File: config.mk
export PLATFORM = sky130hd
export DESIGN_NAME = id_ex_stage_flat
export DESIGN_NICKNAME = d
export VERILOG_FILES = /design/src/rtl/id_ex_stage_if.sv /design/src/rtl/id_ex_stage.sv /design/src/flat_wrapper.sv
export SDC_FILE = /design/constraint.sdc
export NUM_CORES = 1
export LEC_CHECK = 0
export CAP_MARGIN = 20
export CORE_AREA = 3 3 146 148
export CTS_BUF_LIST = sky130_fd_sc_hd__clkbuf_4 sky130_fd_sc_hd__clkbuf_8
export DETAILED_ROUTE_END_ITERATION = 12
export DIE_AREA = 0 0 149 151
export PLACE_DENSITY = 0.82
export SLEW_MARGIN = 10
export SYNTH_ARGS = -nofsm -noshare
export SYNTH_HDL_FRONTEND = slang
export SYNTH_SLANG_ARGS = --single-unit
File: constraint.sdc
create_clock -name clk -period 8.8 [get_ports clk]
set_input_delay 1.76 -clock clk [delete_from_list [all_inputs] [get_ports clk]]
set_output_delay 1.76 -clock clk [all_outputs]
set_load 0.01 [all_outputs]
File: src/rtl/id_ex_stage_if.sv
`default_nettype none
// ============================================================================
// Module   : id_ex_stage_if
// Purpose  : Decode-side, forwarding-source and EX-side signals of the ID/EX
//            pipeline register bundled with master/slave views.
// Revision : 1.0 - initial release
// ============================================================================
interface id_ex_stage_if #(
  parameter int XLEN = 32,
  parameter int RW   = 5
);
  logic            id_valid;
  logic [XLEN-1:0] id_pc;
  logic [XLEN-1:0] id_rs1_data;
  logic [XLEN-1:0] id_rs2_data;
  logic [XLEN-1:0] id_imm;
  logic [RW-1:0]   id_rs1;
  logic [RW-1:0]   id_rs2;
  logic [RW-1:0]   id_rd;
  logic [3:0]      id_aluop;
  logic            id_alusrc;
  logic [3:0]      id_ctrl;
  logic            flush;
  logic            hold;
  logic            mem_regwrite;
  logic            wb_regwrite;
  logic [RW-1:0]   mem_rd;
  logic [RW-1:0]   wb_rd;
  logic [XLEN-1:0] mem_result;
  logic [XLEN-1:0] wb_result;
  logic            load_use_stall;
  logic            ex_valid;
  logic [XLEN-1:0] ex_pc;
  logic [XLEN-1:0] ex_a;
  logic [XLEN-1:0] ex_b;
  logic [XLEN-1:0] ex_store_data;
  logic [3:0]      ex_aluop;
  logic [RW-1:0]   ex_rd;
  logic [3:0]      ex_ctrl;

  // Master: decode/hazard side that feeds the stage.
  modport master (
    output id_valid, id_pc, id_rs1_data, id_rs2_data, id_imm,
           id_rs1, id_rs2, id_rd, id_aluop, id_alusrc, id_ctrl,
           flush, hold, mem_regwrite, wb_regwrite, mem_rd, wb_rd,
           mem_result, wb_result,
    input  load_use_stall, ex_valid, ex_pc, ex_a, ex_b, ex_store_data,
           ex_aluop, ex_rd, ex_ctrl
  );

  // Slave: the pipeline register itself.
  modport slave (
    input  id_valid, id_pc, id_rs1_data, id_rs2_data, id_imm,
           id_rs1, id_rs2, id_rd, id_aluop, id_alusrc, id_ctrl,
           flush, hold, mem_regwrite, wb_regwrite, mem_rd, wb_rd,
           mem_result, wb_result,
    output load_use_stall, ex_valid, ex_pc, ex_a, ex_b, ex_store_data,
           ex_aluop, ex_rd, ex_ctrl
  );
endinterface
`default_nettype wire

File: src/rtl/id_ex_stage.sv
`default_nettype none
// ============================================================================
// Module   : id_ex_stage
// Purpose  : RV32 ID/EX register with MEM/WB forwarding, load-use bubbling,
//            hold and branch flush, feeding the ALU operands directly.
// Revision : 1.0 - initial release
// ============================================================================
module id_ex_stage #(
  parameter int XLEN = 32,
  parameter int RW   = 5
) (
  input  wire logic        clk,
  input  wire logic        rst,
  id_ex_stage_if.slave     bus
);

  localparam int c_MEMREAD_BIT = 2;

  typedef struct packed {
    logic            valid;
    logic [XLEN-1:0] pc;
    logic [XLEN-1:0] rs1_data;
    logic [XLEN-1:0] rs2_data;
    logic [XLEN-1:0] imm;
    logic [RW-1:0]   rs1;
    logic [RW-1:0]   rs2;
    logic [RW-1:0]   rd;
    logic [3:0]      aluop;
    logic            alusrc;
    logic [3:0]      ctrl;
  } stage_t;

  stage_t          stage_q;
  stage_t          stage_d;
  logic [XLEN-1:0] w_fwd_rs1;
  logic [XLEN-1:0] w_fwd_rs2;
  logic [XLEN-1:0] w_cap_rs1;
  logic [XLEN-1:0] w_cap_rs2;
  logic            w_stall;

  function automatic logic [XLEN-1:0] fwd_sel(
    input logic [RW-1:0]   idx,
    input logic [XLEN-1:0] stored,
    input logic            mem_we,
    input logic [RW-1:0]   mem_rd,
    input logic [XLEN-1:0] mem_val,
    input logic            wb_we,
    input logic [RW-1:0]   wb_rd,
    input logic [XLEN-1:0] wb_val
  );
    logic [XLEN-1:0] r;
    r = stored;
    if (idx != '0) begin
      if (mem_we && (mem_rd == idx))
        r = mem_val;
      else if (wb_we && (wb_rd == idx))
        r = wb_val;
    end
    return r;
  endfunction

  // EX-side forwarding uses both producers; the decode-side bypass only needs
  // WB, since MEM results are caught by EX-side forwarding next cycle.
  assign w_fwd_rs1 = fwd_sel(stage_q.rs1, stage_q.rs1_data,
                             bus.mem_regwrite, bus.mem_rd, bus.mem_result,
                             bus.wb_regwrite, bus.wb_rd, bus.wb_result);
  assign w_fwd_rs2 = fwd_sel(stage_q.rs2, stage_q.rs2_data,
                             bus.mem_regwrite, bus.mem_rd, bus.mem_result,
                             bus.wb_regwrite, bus.wb_rd, bus.wb_result);
  assign w_cap_rs1 = fwd_sel(bus.id_rs1, bus.id_rs1_data,
                             1'b0, '0, '0,
                             bus.wb_regwrite, bus.wb_rd, bus.wb_result);
  assign w_cap_rs2 = fwd_sel(bus.id_rs2, bus.id_rs2_data,
                             1'b0, '0, '0,
                             bus.wb_regwrite, bus.wb_rd, bus.wb_result);

  assign w_stall = bus.id_valid && stage_q.valid && stage_q.ctrl[c_MEMREAD_BIT] &&
                   (stage_q.rd != '0) &&
                   ((stage_q.rd == bus.id_rs1) || (stage_q.rd == bus.id_rs2));

  always_comb begin
    stage_d = stage_q;
    if (bus.flush) begin
      stage_d = '0;
    end else if (bus.hold) begin
      // Refresh operands so a producer retiring from WB mid-hold is kept.
      stage_d.rs1_data = w_fwd_rs1;
      stage_d.rs2_data = w_fwd_rs2;
    end else if (w_stall) begin
      stage_d = '0;
    end else begin
      stage_d.valid    = bus.id_valid;
      stage_d.pc       = bus.id_pc;
      stage_d.rs1_data = w_cap_rs1;
      stage_d.rs2_data = w_cap_rs2;
      stage_d.imm      = bus.id_imm;
      stage_d.rs1      = bus.id_rs1;
      stage_d.rs2      = bus.id_rs2;
      stage_d.rd       = bus.id_rd;
      stage_d.aluop    = bus.id_aluop;
      stage_d.alusrc   = bus.id_alusrc;
      stage_d.ctrl     = bus.id_valid ? bus.id_ctrl : 4'b0000;
    end
  end

  always_ff @(posedge clk) begin
    if (rst)
      stage_q <= '0;
    else
      stage_q <= stage_d;
  end

  assign bus.load_use_stall = w_stall;
  assign bus.ex_valid       = stage_q.valid;
  assign bus.ex_pc          = stage_q.pc;
  assign bus.ex_a           = w_fwd_rs1;
  assign bus.ex_b           = stage_q.alusrc ? stage_q.imm : w_fwd_rs2;
  assign bus.ex_store_data  = w_fwd_rs2;
  assign bus.ex_aluop       = stage_q.aluop;
  assign bus.ex_rd          = stage_q.rd;
  assign bus.ex_ctrl        = stage_q.ctrl;

endmodule
`default_nettype wire

File: src/flat_wrapper.sv
// flat-port wrapper written by rule: the top's interface ports become plain ports
module id_ex_stage_flat 
#(
  parameter int XLEN = 32,
  parameter int RW   = 5
)
  (clk, rst, bus_id_valid, bus_id_pc, bus_id_rs1_data, bus_id_rs2_data, bus_id_imm, bus_id_rs1, bus_id_rs2, bus_id_rd, bus_id_aluop, bus_id_alusrc, bus_id_ctrl, bus_flush, bus_hold, bus_mem_regwrite, bus_wb_regwrite, bus_mem_rd, bus_wb_rd, bus_mem_result, bus_wb_result, bus_load_use_stall, bus_ex_valid, bus_ex_pc, bus_ex_a, bus_ex_b, bus_ex_store_data, bus_ex_aluop, bus_ex_rd, bus_ex_ctrl);
  id_ex_stage_if #(.XLEN(XLEN), .RW(RW)) bus_i ();
  input  wire logic clk;
  input  wire logic rst;
  input wire logic [$bits(bus_i.id_valid)-1:0] bus_id_valid;
  input wire logic [$bits(bus_i.id_pc)-1:0] bus_id_pc;
  input wire logic [$bits(bus_i.id_rs1_data)-1:0] bus_id_rs1_data;
  input wire logic [$bits(bus_i.id_rs2_data)-1:0] bus_id_rs2_data;
  input wire logic [$bits(bus_i.id_imm)-1:0] bus_id_imm;
  input wire logic [$bits(bus_i.id_rs1)-1:0] bus_id_rs1;
  input wire logic [$bits(bus_i.id_rs2)-1:0] bus_id_rs2;
  input wire logic [$bits(bus_i.id_rd)-1:0] bus_id_rd;
  input wire logic [$bits(bus_i.id_aluop)-1:0] bus_id_aluop;
  input wire logic [$bits(bus_i.id_alusrc)-1:0] bus_id_alusrc;
  input wire logic [$bits(bus_i.id_ctrl)-1:0] bus_id_ctrl;
  input wire logic [$bits(bus_i.flush)-1:0] bus_flush;
  input wire logic [$bits(bus_i.hold)-1:0] bus_hold;
  input wire logic [$bits(bus_i.mem_regwrite)-1:0] bus_mem_regwrite;
  input wire logic [$bits(bus_i.wb_regwrite)-1:0] bus_wb_regwrite;
  input wire logic [$bits(bus_i.mem_rd)-1:0] bus_mem_rd;
  input wire logic [$bits(bus_i.wb_rd)-1:0] bus_wb_rd;
  input wire logic [$bits(bus_i.mem_result)-1:0] bus_mem_result;
  input wire logic [$bits(bus_i.wb_result)-1:0] bus_wb_result;
  output wire logic [$bits(bus_i.load_use_stall)-1:0] bus_load_use_stall;
  output wire logic [$bits(bus_i.ex_valid)-1:0] bus_ex_valid;
  output wire logic [$bits(bus_i.ex_pc)-1:0] bus_ex_pc;
  output wire logic [$bits(bus_i.ex_a)-1:0] bus_ex_a;
  output wire logic [$bits(bus_i.ex_b)-1:0] bus_ex_b;
  output wire logic [$bits(bus_i.ex_store_data)-1:0] bus_ex_store_data;
  output wire logic [$bits(bus_i.ex_aluop)-1:0] bus_ex_aluop;
  output wire logic [$bits(bus_i.ex_rd)-1:0] bus_ex_rd;
  output wire logic [$bits(bus_i.ex_ctrl)-1:0] bus_ex_ctrl;
  assign bus_i.id_valid = bus_id_valid;
  assign bus_i.id_pc = bus_id_pc;
  assign bus_i.id_rs1_data = bus_id_rs1_data;
  assign bus_i.id_rs2_data = bus_id_rs2_data;
  assign bus_i.id_imm = bus_id_imm;
  assign bus_i.id_rs1 = bus_id_rs1;
  assign bus_i.id_rs2 = bus_id_rs2;
  assign bus_i.id_rd = bus_id_rd;
  assign bus_i.id_aluop = bus_id_aluop;
  assign bus_i.id_alusrc = bus_id_alusrc;
  assign bus_i.id_ctrl = bus_id_ctrl;
  assign bus_i.flush = bus_flush;
  assign bus_i.hold = bus_hold;
  assign bus_i.mem_regwrite = bus_mem_regwrite;
  assign bus_i.wb_regwrite = bus_wb_regwrite;
  assign bus_i.mem_rd = bus_mem_rd;
  assign bus_i.wb_rd = bus_wb_rd;
  assign bus_i.mem_result = bus_mem_result;
  assign bus_i.wb_result = bus_wb_result;
  assign bus_load_use_stall = bus_i.load_use_stall;
  assign bus_ex_valid = bus_i.ex_valid;
  assign bus_ex_pc = bus_i.ex_pc;
  assign bus_ex_a = bus_i.ex_a;
  assign bus_ex_b = bus_i.ex_b;
  assign bus_ex_store_data = bus_i.ex_store_data;
  assign bus_ex_aluop = bus_i.ex_aluop;
  assign bus_ex_rd = bus_i.ex_rd;
  assign bus_ex_ctrl = bus_i.ex_ctrl;
  id_ex_stage #(.XLEN(XLEN), .RW(RW)) u_core (.clk(clk), .rst(rst), .bus(bus_i));
endmodule
==> implementation parameters <==
Parameter                              Value

Flow run
  Maximum capacitance violations ... 0

Timing
  Worst hold slack ... 0.465 ns
  Maximum clock skew at final layout ... 0.0189 ns
  Shortest period the worst path allows ... 6.73 ns
  Fin crit share ... 0.765
  Achievable clock frequency ... 149 MHz
  Setup TNS ... 0 ns
  Hold violation total from the final report ... 0
  Setup repair after global routing missed its margin ... no
  Relative slew margins ... 0.357
  Endpoints failing setup ... 0
  Transition time at the pin with the least slew margin ... between 0.9 and 1 ns
  Number of slew-limit violations in the final report ... 0

Place
  Port bufs ... roughly 380
  Detailed placement HPWL ... 25200 um
  Final Wtd Congestion ... 0.924
  Total placed cells including tap cells ... between 1500 and 2000

Layout
  Commonest cells after routing, fill and taps aside ... sky130_fd_sc_hd__clkdlybuf4s50_1, sky130_fd_sc_hd__dfxtp_1, sky130_fd_sc_hd__nand2_1
  Final standard cell utilization of the core ... 0.651
  Sequential standard cell area ... 3060 um^2
  Area of combinational cells with multiple inputs ... 5420 um^2
  Most frequent standard cell in the layout excluding fill and tap cells ... sky130_fd_sc_hd__clkdlybuf4s50_1
  Layout Cells excl Fill ... approximately 1700
  Final-stage net count ... 1601
  P&R area growth vs syn ... 42.2%
  Proportion of layout cells with a drive suffix above 1 ... 0.0674
  # fillers ... approximately 1800

Die
  Initial cell density of the core ... 0.458
  Total die area ... around 22000 um^2
  Core Rows ... 52
  Width of the die ... 149 um
  Placeable core region ... 20200 um^2
  Number of top-level design ports ... 376
  Die extent in y ... 151 um

Clocking
  Count of instances resized after the clock tree is built ... 0
  Clk root buf ... sky130_fd_sc_hd__clkbuf_8
  CTS H-tree lvls ... 4
  Number of buffers added for setup after CTS ... 0
  Clock Path Buffers ... 2
  Clock Pin Slew Worst Setup and Hold Paths ... 0.08 ns
  Insertion delay of the later-clocked pin in the worst-skew pair ... approximately 0.47 ns
  CTS Hold Buffers Added ... 0
  Num CTS Buffers ... 17
  CTS sink count ... 153
  Clock tree from TritonCTS ... done

Synthesis
  Post-synthesis cell type count ... 41
  Syn Nets ... about 1300
  Ys Warns ... 0
  Part of the Yosys area used for sequential elements ... 0.332
  Avg Synthesized Cell Area ... 8.30 um^2
  Synthesized netlist cell count ... 1112
  Flop and latch count out of synthesis ... ~150
  Synthesized area ... 9230 um^2

Min path
  Path type of the worst min-delay path ... reg2reg
  Hold Path Depth ... 2

Route
  Post-route ant nets ... 0
  Overall routed net length ... 36400 um
  Violation count after the first detailed-route iteration ... 655
  Number of search-and-repair iterations in the first detailed-routing pass ... 5
  Drt via density ... between 5 and 6
  Routed wire per std cell ... ~22 um
  Via total after detailed routing ... 9903
  DRC violation count after routing ... 0

Setup path
  Critical path capture point type ... output port
  Worst stage delay on the critical path ... about 0.53 ns
  Worst R2R Path Depth ... 6
  Most numerous cell on the critical path ... sky130_fd_sc_hd__clkdlybuf4s50_1
  Cell-by-cell listing of the critical path ... clkdlybuf4s50_1 -> xnor2_1 -> nand2_1 -> nor4_2 -> buf_4 -> nor2_1 -> a221o_1 -> mux2_2 -> clkdlybuf4s50_1
  Maximum net fanout on the critical path ... 57
  Critical Path RT ... 7.04 ns
  Arrival time of data at the critical path endpoint ... 4.97 ns
  Crit Path Class ... in2out
  Critical path's slowest cell ... sky130_fd_sc_hd__buf_4
  Startpoint Class ... input pin

Global route
  Global-route wire length before repair ... 54700 um
  Antenna violations before repair ... 2
  Vias in the first global route ... around 10000
  Global-route total usage across every layer ... 0.308
  Maximum number of pins on one net before global-route repair ... 103
  Aggregate global routing overflow ... 0

Status
  Status ... finished, final reports clean

Pwr
  Power per unit of standard cell area ... 123 nW/um^2
  Max VDD drop ... 83.0 uV
  Leakage power figure ... ~4.3 nW
  Total design power ... between 1.5 and 2 mW
-- kinds of logic after synthesis --
| kind of cell | synth area share |
|---|---|
| DFF | 0.332 |
| muxes | 0.104 |
| and+or+nand+nor | 0.196 |
| xor gates and xnor gates | 0.0360 |
| buffers and inverters | 0.0909 |
| AOI/OAI and AO/OA | 0.242 |
-- routing by layer --
metal	part of all wire	global-route usage	up-vias
met2	0.49	0.526	491
met5	0.00036	0	-
met4	0.044	0.145	2
met1	0.39	0.366	4725
met3	0.079	0.0718	104
li1	-	-	4581
-- synthesized netlist by cell type (all sizes together) --
cell | count | area share
a21o | 1 | 0.00081
a21oi | 114 | 0.062
a221o | 27 | 0.029
a22oi | 82 | 0.067
a32o | 1 | 0.0011
a32oi | 4 | 0.0038
and2 | 7 | 0.0047
and4 | 1 | 0.00095
buf | 64 | 0.049
clkbuf | 90 | 0.037
dfxtp | 153 | 0.33
inv | 14 | 0.0057
mux2 | 28 | 0.034
mux2i | 64 | 0.069
nand2 | 133 | 0.054
nand3 | 7 | 0.0038
nand3b | 84 | 0.068
nand4 | 21 | 0.014
nor2 | 33 | 0.014
nor2b | 5 | 0.0034
nor3 | 8 | 0.0049
nor3b | 23 | 0.019
nor4 | 4 | 0.0043
o211ai | 52 | 0.042
o21a | 1 | 0.00081
o21ai | 2 | 0.0011
o221ai | 13 | 0.012
o22ai | 32 | 0.022
or2 | 2 | 0.0014
or3 | 3 | 0.0020
or4 | 1 | 0.0012
xnor2 | 22 | 0.021
xor2 | 16 | 0.015
-- critical path, delay by kind of cell --
kind | cells | cell delay, ns
buffers and inverters | 3 | 1.55
and+or+nand+nor | 3 | 0.74
AOI/OAI and AO/OA | 1 | 0.48
muxes | 1 | 0.28
xor gates and xnor gates | 1 | 0.14
-- registers in the layout (all words and copies together) (netlist names) --
register,count
u_core.bus.ex_valid,1
u_core.bus.ex_pc,32
u_core.bus.ex_rd,5
u_core.stage_q,107
u_core.bus.ex_aluop,4
u_core.bus.ex_ctrl,4
-- per-stage QoR --
stage               cell area, um^2  setup WS [ns]
finish                        13100           2.07
global route                  13100           1.90
CTS                           13100           2.07
detailed placement            12700           2.06
global placement              12700           2.10
floorplan                      9230           3.41
-- final timing paths --
check	start	endpoint	slack [ns]
max	bus_mem_rd[2]	bus_ex_b[1]	2.07
min	u_core.stage_q[33]$_SDFFE_PP0N_	u_core.stage_q[33]$_SDFFE_PP0N_	0.46
min reg2reg	u_core.stage_q[33]$_SDFFE_PP0N_	u_core.stage_q[33]$_SDFFE_PP0N_	0.46
max reg2reg	u_core.stage_q[21]$_SDFFE_PP0N_	u_core.stage_q[103]$_SDFF_PP0_	5.87
-- final cells by class --
class | instances | share of cell area
Sequential cell | 153 | 0.233
Antenna cell | 1 | 0.000191
Tap cell | 270 | 0.0257
Inverter | 14 | 0.00400
Clock buffer | 18 | 0.0189
Multi-Input combinational cell | 791 | 0.413
Timing Repair Buffer | 391 | 0.295
Clock inverter | 13 | 0.0104
-- report_power, final --
part | internal, mW | switching (mW) | total, mW
Sequential | 0.715 | 0.0154 | 0.730
Clock | 0.238 | 0.302 | 0.540
Combinational | 0.193 | 0.156 | 0.349
Total | 1.15 | 0.473 | 1.62
Note: power is estimated with default switching activity, not from simulation.
